$ cat src/rtl/residu_pkg.sv
// residu_pkg: state encoding, ITU saturation constants and default sizes shared by the residual filter.
package residu_pkg;
  typedef enum logic [2:0] {IDLE, LDA, MAC, WR, DONE} state_t;
  localparam logic [31:0] MAX_32 = 32'h7FFF_FFFF;
  localparam logic [31:0] MIN_32 = 32'h8000_0000;
  localparam logic [31:0] ROUND_K = 32'h0000_8000;
  localparam int M_DEF = 10;
  localparam int LG_DEF = 40;
  localparam int AW_DEF = 11;
endpackage

$ cat src/rtl/residu_filt_if.sv
// residu_filt_if: start/done handshake plus scratch-memory bus of residu_filt.
// The ovfl flag exists only when RESIDU_OVFL_EN is defined.
interface residu_filt_if #(parameter int AW = 11);
  logic start, done, memWriteEn;
  logic [AW-1:0] xAddr, aAddr, yAddr, memReadAddr, memWriteAddr;
  logic [31:0] memIn, memOut;
`ifdef RESIDU_OVFL_EN
  logic ovfl;
`endif
  modport master (
    output start, xAddr, aAddr, yAddr, memIn,
    input done, memReadAddr, memWriteAddr, memOut, memWriteEn
`ifdef RESIDU_OVFL_EN
    , ovfl
`endif
  );
  modport slave (
    input start, xAddr, aAddr, yAddr, memIn,
    output done, memReadAddr, memWriteAddr, memOut, memWriteEn
`ifdef RESIDU_OVFL_EN
    , ovfl
`endif
  );
endinterface

$ cat src/rtl/residu_mac.sv
// residu_mac: one saturating L_mult/L_mac accumulate step, followed by the round(L_shl(.,3)) output stage.
// With RESIDU_OVFL_EN, ovfl reports any saturation; output-stage saturation counts only on the last term.
module residu_mac import residu_pkg::*; (
  input logic [31:0] s,
  input logic [15:0] a,
  input logic [15:0] x,
  input logic first,
`ifdef RESIDU_OVFL_EN
  input logic last,
  output logic ovfl,
`endif
  output logic [31:0] nextS,
  output logic [15:0] y16
);
  logic signed [31:0] prod;
  logic [31:0] mult;
  logic [32:0] sum;
  logic [15:0] shHi, yUp;
  logic multOv, macOv, shOv, shR, rOv;
  always_comb begin
    prod = 32'($signed(a)) * 32'($signed(x));
    multOv = a == 16'h8000 && x == 16'h8000;
    mult = multOv ? MAX_32 : prod <<< 1;
    sum = {s[31], s} + {mult[31], mult};
    macOv = !first && sum[32] != sum[31];
    nextS = first ? mult : macOv ? (sum[32] ? MIN_32 : MAX_32) : sum[31:0];
    shOv = nextS[31:28] != {4{nextS[31]}};
    // only the upper half of the shifted value and its bit 15 matter for round
    shHi = shOv ? (nextS[31] ? MIN_32[31:16] : MAX_32[31:16]) : nextS[28:13];
    shR = shOv ? !nextS[31] : nextS[12];
    yUp = shHi + {15'b0, shR & ROUND_K[15]};
    rOv = !shHi[15] && yUp[15];
    y16 = rOv ? MAX_32[31:16] : yUp;
`ifdef RESIDU_OVFL_EN
    ovfl = multOv || macOv || (last && (shOv || rOv));
`endif
  end
endmodule

$ cat src/rtl/residu_filt.sv
// residu_filt: G.729 LPC residual y[n] = round(shl(sum a[j]*x[n-j], 3)) over a shared scratch memory.
// Defining RESIDU_OVFL_EN adds the sticky saturation flag bus.ovfl.
module residu_filt import residu_pkg::*; #(
  parameter int M = M_DEF,
  parameter int LG = LG_DEF,
  parameter int AW = AW_DEF
) (
  input logic clk,
  input logic reset,
  residu_filt_if.slave bus
);
  localparam int CW = $clog2(M + 2);
  localparam int NW = $clog2(LG);
  state_t state;
  logic [CW-1:0] cnt;
  logic [NW-1:0] n;
  logic [AW-1:0] xA, aA, yA, rdAddr, wrAddr;
  logic [31:0] acc, accNext, wrData;
  logic [15:0] aReg [M+1];
  logic [15:0] y16;
  logic wrEn, doneR;
  assign bus.memReadAddr = rdAddr;
  assign bus.memWriteAddr = wrAddr;
  assign bus.memOut = wrData;
  assign bus.memWriteEn = wrEn;
  assign bus.done = doneR;
`ifdef RESIDU_OVFL_EN
  logic ov, ovflR;
  assign bus.ovfl = ovflR;
  always_ff @(posedge clk or negedge reset)
    if (!reset) ovflR <= 1'b0;
    else if (state == IDLE && bus.start) ovflR <= 1'b0;
    else if (state == MAC && cnt != '0 && ov) ovflR <= 1'b1;
`endif
  // read data lags the issued address by one cycle, so the term for j arrives when cnt == j+1
  residu_mac uMac (
    .s(acc), .a(aReg[cnt - CW'(1)]), .x(bus.memIn[15:0]), .first(cnt == CW'(1)),
`ifdef RESIDU_OVFL_EN
    .last(cnt == CW'(M + 1)), .ovfl(ov),
`endif
    .nextS(accNext), .y16(y16)
  );
  always_ff @(posedge clk or negedge reset)
    if (!reset) begin
      state <= IDLE;
      cnt <= '0;
      n <= '0;
      xA <= '0;
      aA <= '0;
      yA <= '0;
      acc <= '0;
      rdAddr <= '0;
      wrAddr <= '0;
      wrData <= '0;
      wrEn <= 1'b0;
      doneR <= 1'b0;
      for (int i = 0; i <= M; i++) aReg[i] <= '0;
    end else begin
      case (state)
        IDLE: if (bus.start) begin
          state <= LDA;
          cnt <= '0;
          n <= '0;
          xA <= bus.xAddr;
          aA <= bus.aAddr;
          yA <= bus.yAddr;
          rdAddr <= bus.aAddr;
        end
        LDA: begin
          cnt <= cnt + CW'(1);
          if (cnt < CW'(M)) rdAddr <= aA + AW'(cnt) + AW'(1);
          if (cnt != '0) aReg[cnt - CW'(1)] <= bus.memIn[15:0];
          if (cnt == CW'(M + 1)) begin
            state <= MAC;
            cnt <= '0;
            rdAddr <= xA;
          end
        end
        MAC: begin
          cnt <= cnt + CW'(1);
          if (cnt < CW'(M)) rdAddr <= xA + AW'(n) - AW'(cnt) - AW'(1);
          if (cnt != '0) acc <= accNext;
          if (cnt == CW'(M + 1)) begin
            state <= WR;
            wrEn <= 1'b1;
            wrAddr <= yA + AW'(n);
            wrData <= {{16{y16[15]}}, y16};
          end
        end
        WR: begin
          wrEn <= 1'b0;
          cnt <= '0;
          if (n == NW'(LG - 1)) begin
            state <= DONE;
            doneR <= 1'b1;
          end else begin
            state <= MAC;
            n <= n + NW'(1);
            rdAddr <= xA + AW'(n) + AW'(1);
          end
        end
        DONE: begin
          doneR <= 1'b0;
          state <= IDLE;
        end
        default: state <= IDLE;
      endcase
    end
endmodule

$ cat src/flat_wrapper.sv
// flat-port wrapper written by rule: the top's interface ports become plain ports
module residu_filt_flat import residu_pkg::*;
#(
  parameter int M = M_DEF,
  parameter int LG = LG_DEF,
  parameter int AW = AW_DEF
)
  (clk, reset, bus_start, bus_xAddr, bus_aAddr, bus_yAddr, bus_memIn, bus_done, bus_memReadAddr, bus_memWriteAddr, bus_memOut, bus_memWriteEn);
  residu_filt_if #(.AW(AW)) bus_i ();
  input logic clk;
  input logic reset;
  input wire logic [$bits(bus_i.start)-1:0] bus_start;
  input wire logic [$bits(bus_i.xAddr)-1:0] bus_xAddr;
  input wire logic [$bits(bus_i.aAddr)-1:0] bus_aAddr;
  input wire logic [$bits(bus_i.yAddr)-1:0] bus_yAddr;
  input wire logic [$bits(bus_i.memIn)-1:0] bus_memIn;
  output wire logic [$bits(bus_i.done)-1:0] bus_done;
  output wire logic [$bits(bus_i.memReadAddr)-1:0] bus_memReadAddr;
  output wire logic [$bits(bus_i.memWriteAddr)-1:0] bus_memWriteAddr;
  output wire logic [$bits(bus_i.memOut)-1:0] bus_memOut;
  output wire logic [$bits(bus_i.memWriteEn)-1:0] bus_memWriteEn;
  assign bus_i.start = bus_start;
  assign bus_i.xAddr = bus_xAddr;
  assign bus_i.aAddr = bus_aAddr;
  assign bus_i.yAddr = bus_yAddr;
  assign bus_i.memIn = bus_memIn;
  assign bus_done = bus_i.done;
  assign bus_memReadAddr = bus_i.memReadAddr;
  assign bus_memWriteAddr = bus_i.memWriteAddr;
  assign bus_memOut = bus_i.memOut;
  assign bus_memWriteEn = bus_i.memWriteEn;
  residu_filt #(.M(M), .LG(LG), .AW(AW)) u_core (.clk(clk), .reset(reset), .bus(bus_i));
endmodule
$ cat config.mk
export PLATFORM = sky130hd
export DESIGN_NAME = residu_filt_flat
export DESIGN_NICKNAME = d
export VERILOG_FILES = /design/src/rtl/residu_pkg.sv /design/src/rtl/residu_filt_if.sv /design/src/rtl/residu_mac.sv /design/src/rtl/residu_filt.sv /design/src/flat_wrapper.sv
export SDC_FILE = /design/constraint.sdc
export NUM_CORES = 1
export LEC_CHECK = 0
export CORE_MARGIN = 2
export CORE_UTILIZATION = 60
export DETAILED_ROUTE_END_ITERATION = 10
export HOLD_SLACK_MARGIN = 0.15
export PLACE_DENSITY_LB_ADDON = 0.2
export SETUP_SLACK_MARGIN = 0.02
export SKIP_LAST_GASP = 1
export SYNTH_ARGS = -nofsm -noshare
export SYNTH_HDL_FRONTEND = slang
export SYNTH_SLANG_ARGS = --single-unit
$ cat constraint.sdc
create_clock -name clk -period 23.4 [get_ports clk]
set_clock_uncertainty 0.2 [all_clocks]
set_input_delay 2.34 -clock clk [delete_from_list [all_inputs] [get_ports clk]]
set_output_delay 2.34 -clock clk [all_outputs]
set_load 0.1 [all_outputs]
# [Word level (Yosys, flattened, before mapping)]
# Cells that the tools add are included.
[op_classes] n_addsub=12 n_mul=1 div_mod_pow=0 magnitude_cmp=3 n_eq_ne=18 n_shift=0 muxes=35 n_bitwise=1 reduce_logical=23
[ops] operator="bitwise mux 176 bit" n=1
[ops] operator="2-to-1 mux 32 bit" n=4
[ops] operator="2-to-1 mux 16 bit" n=6
[ops] operator="binary-select mux 16 bit (select 4 bit)" n=1
[ops] operator="demux 16 bit (select 4 bit)" n=1
[ops] operator="2-to-1 mux 11 bit" n=5
[ops] operator="case mux 11 bit (4 select lines)" n=1
[ops] operator="adder 32 x 32 -> 33 bit" n=1
[ops] operator="== test 16 bit, second input constant" n=2
[ops] operator="multiplier 16 x 16 -> 31 bit" n=1
[ops] operator="adder 11 x 1 -> 11 bit, second input constant" n=2
[ops] operator="adder 11 x 6 -> 11 bit" n=2
[ops] operator="adder 16 x 1 -> 16 bit" n=1
[ops] operator="case mux 4 bit (4 select lines)" n=1
[ops] operator="AND reduction 2 bit" n=7
[ops] operator="2-to-1 mux 3 bit" n=4
[ops] operator="2-to-1 mux 6 bit" n=2
[ops] operator="case mux 3 bit (4 select lines)" n=1
[ops] operator="case mux 6 bit (2 select lines)" n=1
[ops] operator="adder 11 x 4 -> 11 bit" n=1
[ops] operator="subtractor 11 x 1 -> 11 bit, second input constant" n=1
[ops] operator="subtractor 11 x 4 -> 11 bit" n=1
[ops] operator="2-to-1 mux 4 bit" n=2
[ops] operator="!= test 2 x 1 -> 1 bit, second input constant" n=4
[ops] operator="26 further kinds" n=40
[word_totals] ff_bits=294 latch_bits=0 mem_bits_rw=0 rom_bits=0 inputBits=68 out_inout_bits=56 word_cells=116 memories=0

# [Logic depth before layout (Yosys ltp)]
[depth] word_depth=18 ltp_mapped=57 ltp_nobuf=49

# [Cells and area by module]
# Synthesis repeated with hierarchy kept, for this count alone.
[hier_totals] hier_cells=2830 area_unflattened_um2=28128.2
[by_module_without_submodules] mod="residu_filt" n_inst=1 cells_each=1163 area_per_inst_um2=14712.9 seq_area_each_um2=7357.1
[by_module_without_submodules] mod="residu_mac" n_inst=1 cells_each=1667 area_per_inst_um2=13415.4 seq_area_each_um2=0.0

# [Worst setup path before layout]
# OpenSTA, ideal clock, no wires.
[synth_path] kind="register -> register" startpoint="reg u_core.cnt[0]" endpoint="reg u_core.wrData[14] (netlist: u_core.bus.memOut[14])" setup_time_ns=0.078 arrival_ns=12.398 t_required_ns=23.122 setup_slack_ns=10.724 stages_incl_launch_ff=54 path_buffers=10 period_less_slack_ns=12.676 path_cell_list="dfrtp_1 buf_6 buf_6 inv_2 buf_2 ha_1 buf_2 nor2b_1 clkbuf_1 clkbuf_1 a21oi_1 o221ai_1 clkbuf_1 nand2_1 fa_1 inv_1 fa_1 inv_1 (+18 left out) a211o_1 o21bai_1 a211o_1 o22ai_1 o22a_1 buf_2 nor2_1 o22ai_1 o21a_1 buf_4 clkbuf_1 nor2_1 nor2_1 ha_1 o21ai_2 or4b_1 a22o_1 a21oi_1"
[synth_via] elab_chain_len=18 word_cells_on_any_way=28 classes_between="3 x add/sub; 1 x mul; 5 x eq/ne; 11 x mux; 1 x bitwise; 7 x reduce/logical"
[synth_lines] item="start: declaration" line_no="residu_filt.sv:15" source="logic [CW-1:0] cnt;"
[synth_lines] item="start signal: assignment" line_no="residu_filt.sv:70" source="cnt <= cnt + CW'(1);"
[synth_lines] item="start signal: assignment" line_no="residu_filt.sv:80" source="cnt <= cnt + CW'(1);"
[synth_lines] item="parallel branches: the longest is 18 deep, another holds adder 32 x 32 -> 33 bit"
[synth_lines] item="end signal: assignment" line_no="residu_filt.sv:87" source="wrData <= {{16{y16[15]}}, y16};"
[synth_lines] item="end: declaration" line_no="residu_filt.sv:18" source="logic [31:0] acc, accNext, wrData;"
# Several ways; the timed one is not identified. The select of a mux whose other input is x is not followed.
# A chain may end at the register's enable or synchronous reset.

# [Worst setup path in the final report]
[layout_path] startpoint="reg u_core.cnt[0]" endpoint="reg u_core.wrData[12] (netlist: u_core.bus.memOut[12])"
# Same word-level chain as after synthesis.

==> flow_summary_export.csv <==
group,metric,value,unit
route,dr_total_vias,20887,
yosys,number_of_storage_elements_in_the_synthesis_netlist,294,
yosys,synth-warning-count,0,
clock_network,root_buffer_selected_by_cts,"clkbuf_16",
yosys,library_cell_with_the_highest_instance_count_after_synthesis,"inv_1",
global_routing,grt_pass1_wl,114000,um
global_routing,global_route.usage.total,30.3,%
yosys,synth_top_area_cell,"dfrtp_1",
sta,fmax,63.4,MHz
yosys,ys_top_cells_by_area,"dfrtp_1 27%, fa_1 19%, mux2_2 8.6%",
setup_path,timing.critical_path.slowest_stage_cell,"o21ai_0",
yosys,netlist_instances,2803,
setup_path,crit_cells,48,
clock_network,cts_inserted_buffers,34,
setup_path,critical_path.startpoint_type,"flop",
setup_path,r2r.worst_path.cells,48,
yosys,syn_avg_cell_area,9.81,um^2
setup_path,setup.reg_to_reg.worst_slack,7.63,ns
setup_path,worstPathRequired,23.66,ns
sta,setup_viol_count_final,0,
yosys,synth-edff-count,0,
route,ant_nets,0,
layout,multi_input_comb_area,18200,um^2
place,buffer_ports.inserted,107,
setup_path,end_kind,"flop",
setup_path,timing.critical_path.buf_inv,8,
setup_path,critical_path_peak_fanout,50,
yosys,synth.cell_area,27500,um^2
flow_run,maxCapViolations,0,
die,floorplan.die_area,47500,um^2
clock_network,htree_levels,2,
yosys,seq_area_frac_synth,26.8,%
sta,finalHoldViolations,0,
route,avgRoutedWirePerCell,19.9,um
sta,worstMarginPinSlew,1.17,ns
clock_network,cts_post_setup_buffers_inserted,0,
yosys,postSynth.asyncResetShare,100,%
setup_path,timing.rr.end,"u_core.bus.memOut[12]",
place,place.detailed.hpwl,49900,um
layout,flow.area_growth_from_synthesis,9.25,%
global_routing,initial_antenna_violation_count,0,
die,placementRows,78,
setup_path,critical_path_start_end_classification,"reg -> reg",
layout,n_fill_cell,3576,
clock_network,number_of_buffers_inserted_by_hold_repair_at_cts,0,
setup_path,worst_ep_arrival_time,16.03,ns
layout,number_of_non_filler_instances_in_the_completed_layout,3459,
sta,final_period_minus_worst_setup_slack,15.77,ns
setup_path,timing.critical_path.mode_cell,"fa_1",
layout,diodes,0,
layout,sequential_cell_area,7360,um^2
sta,post-route-period-util,67.4,%
route,via_per_inst,6.04,
yosys,synth_fp_nets,3275,
route,drt_iter0_markers,1750,
global_routing,vias_in_the_first_global_route,21825,
sta,timing.max_slew.rel_slack,21.7,%
clock_network,worst_setup_hold_path_clk_slew,0.06,ns
clock_network,clock_tree.buffer_depth,3,
sta,rsz0062_at_grt,"false",
run_status,status,"complete, no violations",
place,globalplace.congestion,0.913,
yosys,post-synth-top-area-fraction,26.8,%
yosys,leading_register_cell_type_out_of_synthesis,"dfrtp_1",
place,placed_cells,3398,
setup_path,rr_startpoint,"u_core.cnt[0]",
route,route.final.wire_length,68800,um
clock_network,clkLatencyLatePin,0.56,ns
setup_path,cpLargestDelayFamily,"compound AO/OA/AOI/OAI gates",
die,initial_core_util,60.7,%
sta,tns,0,ns
die,floorplan.core_area,45300,um^2
route,post-route-drc-count,0,
layout,nNetsFinal,3306,
yosys,synth.top_cells.by_count,"342 x inv_1, 294 x dfrtp_1, 271 x nand2_1",
clock_network,tritoncts,"yes",
global_routing,grt-ovfl-total,0,
die,dieWidth,218,um
setup_path,timing_startpoint_of_the_critical_path,"u_core.cnt[0]",
die,fp.dieH,218,um
sta,final-max-slew-violation-count,0,
clock_network,cts-resized-gates,0,
route,drtPass1Iterations,6,
yosys,synth_cell_types,90,
global_routing,pin_count_of_the_biggest_net_entering_global_routing,175,
clock_network,clkSinkCount,294,
worst_hold_path,hp-class,"reg -> reg",
die,pin_count,124,
setup_path,setup.worst_path.end,"u_core.bus.memOut[12]",
layout,post_route_cells_drive_above_1_share,13.2,%
setup_path,critical_path.max_stage_delay,0.73,ns
==> sequential cells by signal, summed over array words and instances, names as in the netlist, 3 cells and up <==
| name | count |
|---|---|
| u_core.aA | 11 |
| u_core.state | 3 |
| u_core.bus.memWriteAddr | 11 |
| u_core.bus.memReadAddr | 11 |
| u_core.xA | 11 |
| u_core.yA | 11 |
| u_core.n | 6 |
| u_core.acc | 32 |
| u_core.cnt | 4 |
| u_core.aReg | 176 |
| u_core.bus.memOut | 16 |
==> how the worst min path moves through the flow <==
stage / depth (start not counted) / start / slack (ns) / endpoint
3_3_place_gp: 2 / u_core.aReg[159] / 0.26 / u_core.aReg[159]
2_1_floorplan: 2 / u_core.aReg[159] / 0.24 / u_core.aReg[159]
3_5_place_dp: 2 / u_core.bus.memWriteEn / 0.27 / u_core.bus.memWriteEn
4_1_cts: 2 / u_core.bus.memWriteEn / 0.28 / u_core.bus.memWriteEn
6_report: 2 / u_core.bus.memReadAddr[1] / 0.28 / u_core.bus.memReadAddr[1]
5_1_grt: 2 / u_core.bus.memReadAddr[8] / 0.30 / u_core.bus.memReadAddr[8]
==> final cells by class <==
| cell class | count | share of cell area [%] |
|---|---|---|
| Tap cell | 600 | 2.50 |
| Timing Repair Buffer | 153 | 4.77 |
| Clock buffer | 47 | 3.10 |
| Multi-Input combinational cell | 2006 | 60.5 |
| Sequential cell | 294 | 24.5 |
| Inverter | 345 | 4.31 |
| Clock inverter | 14 | 0.362 |
==> cells in the final DEF (no fill, tap or decap), types with 34 or more instances in the layout <==
cell             instances
buf_4                   45
ha_1                   142
xor2_1                  46
xnor2_1                 59
mux2_2                 211
nand3_1                 53
a21oi_1                118
inv_1                  342
clkdlybuf4s50_1        106
dfrtp_1                293
o21ai_0                120
and2_1                 141
nand2_1                271
a21o_1                  45
clkbuf_16               34
fa_1                   261
nor2_1                 121
==> tightest hold or removal path: stages, from the launching register on <==
cell and delay [ns]:
dfrtp_1 0.34, nand2_1 0.05, o21ai_0 0.06
==> kinds of logic after synthesis <==
kind of cell	Yosys count	synth area share, %
simple gates	730	13.0
buf+inv	503	7.29
fa+ha+maj	404	25.5
flops	294	26.8
xor+xnor	105	3.35
mux	266	12.1
compound gates	501	12.0
==> stage by stage <==
stage,worst slack (ns),utilization (%),area [um^2],hold WS (ns)
final,7.63,66.3,30000,0.276
after global placement,8.06,64.0,29000,0.257
after CTS,7.73,66.3,30000,0.281
after floorplan,10.72,-,27500,0.245
after global routing,6.67,66.3,30000,0.303
after detailed placement,7.81,64.0,29000,0.269
==> metal layers <==
| layer | vias up | wire [um] | global-route usage [%] | part of all wire (%) |
|---|---|---|---|---|
| li1 | 9506 | - | - | - |
| met1 | 10532 | 29000 | 40.6 | 42 |
| met2 | 705 | 33200 | 51.0 | 48 |
| met3 | 142 | 4250 | 3.68 | 6.2 |
| met4 | 2 | 2260 | 10.4 | 3.3 |
| met5 | - | 47 | 0.729 | 0.068 |
Power is not shown: default switching activity piles up to over one toggle a cycle in this logic, so the estimate is an artifact.
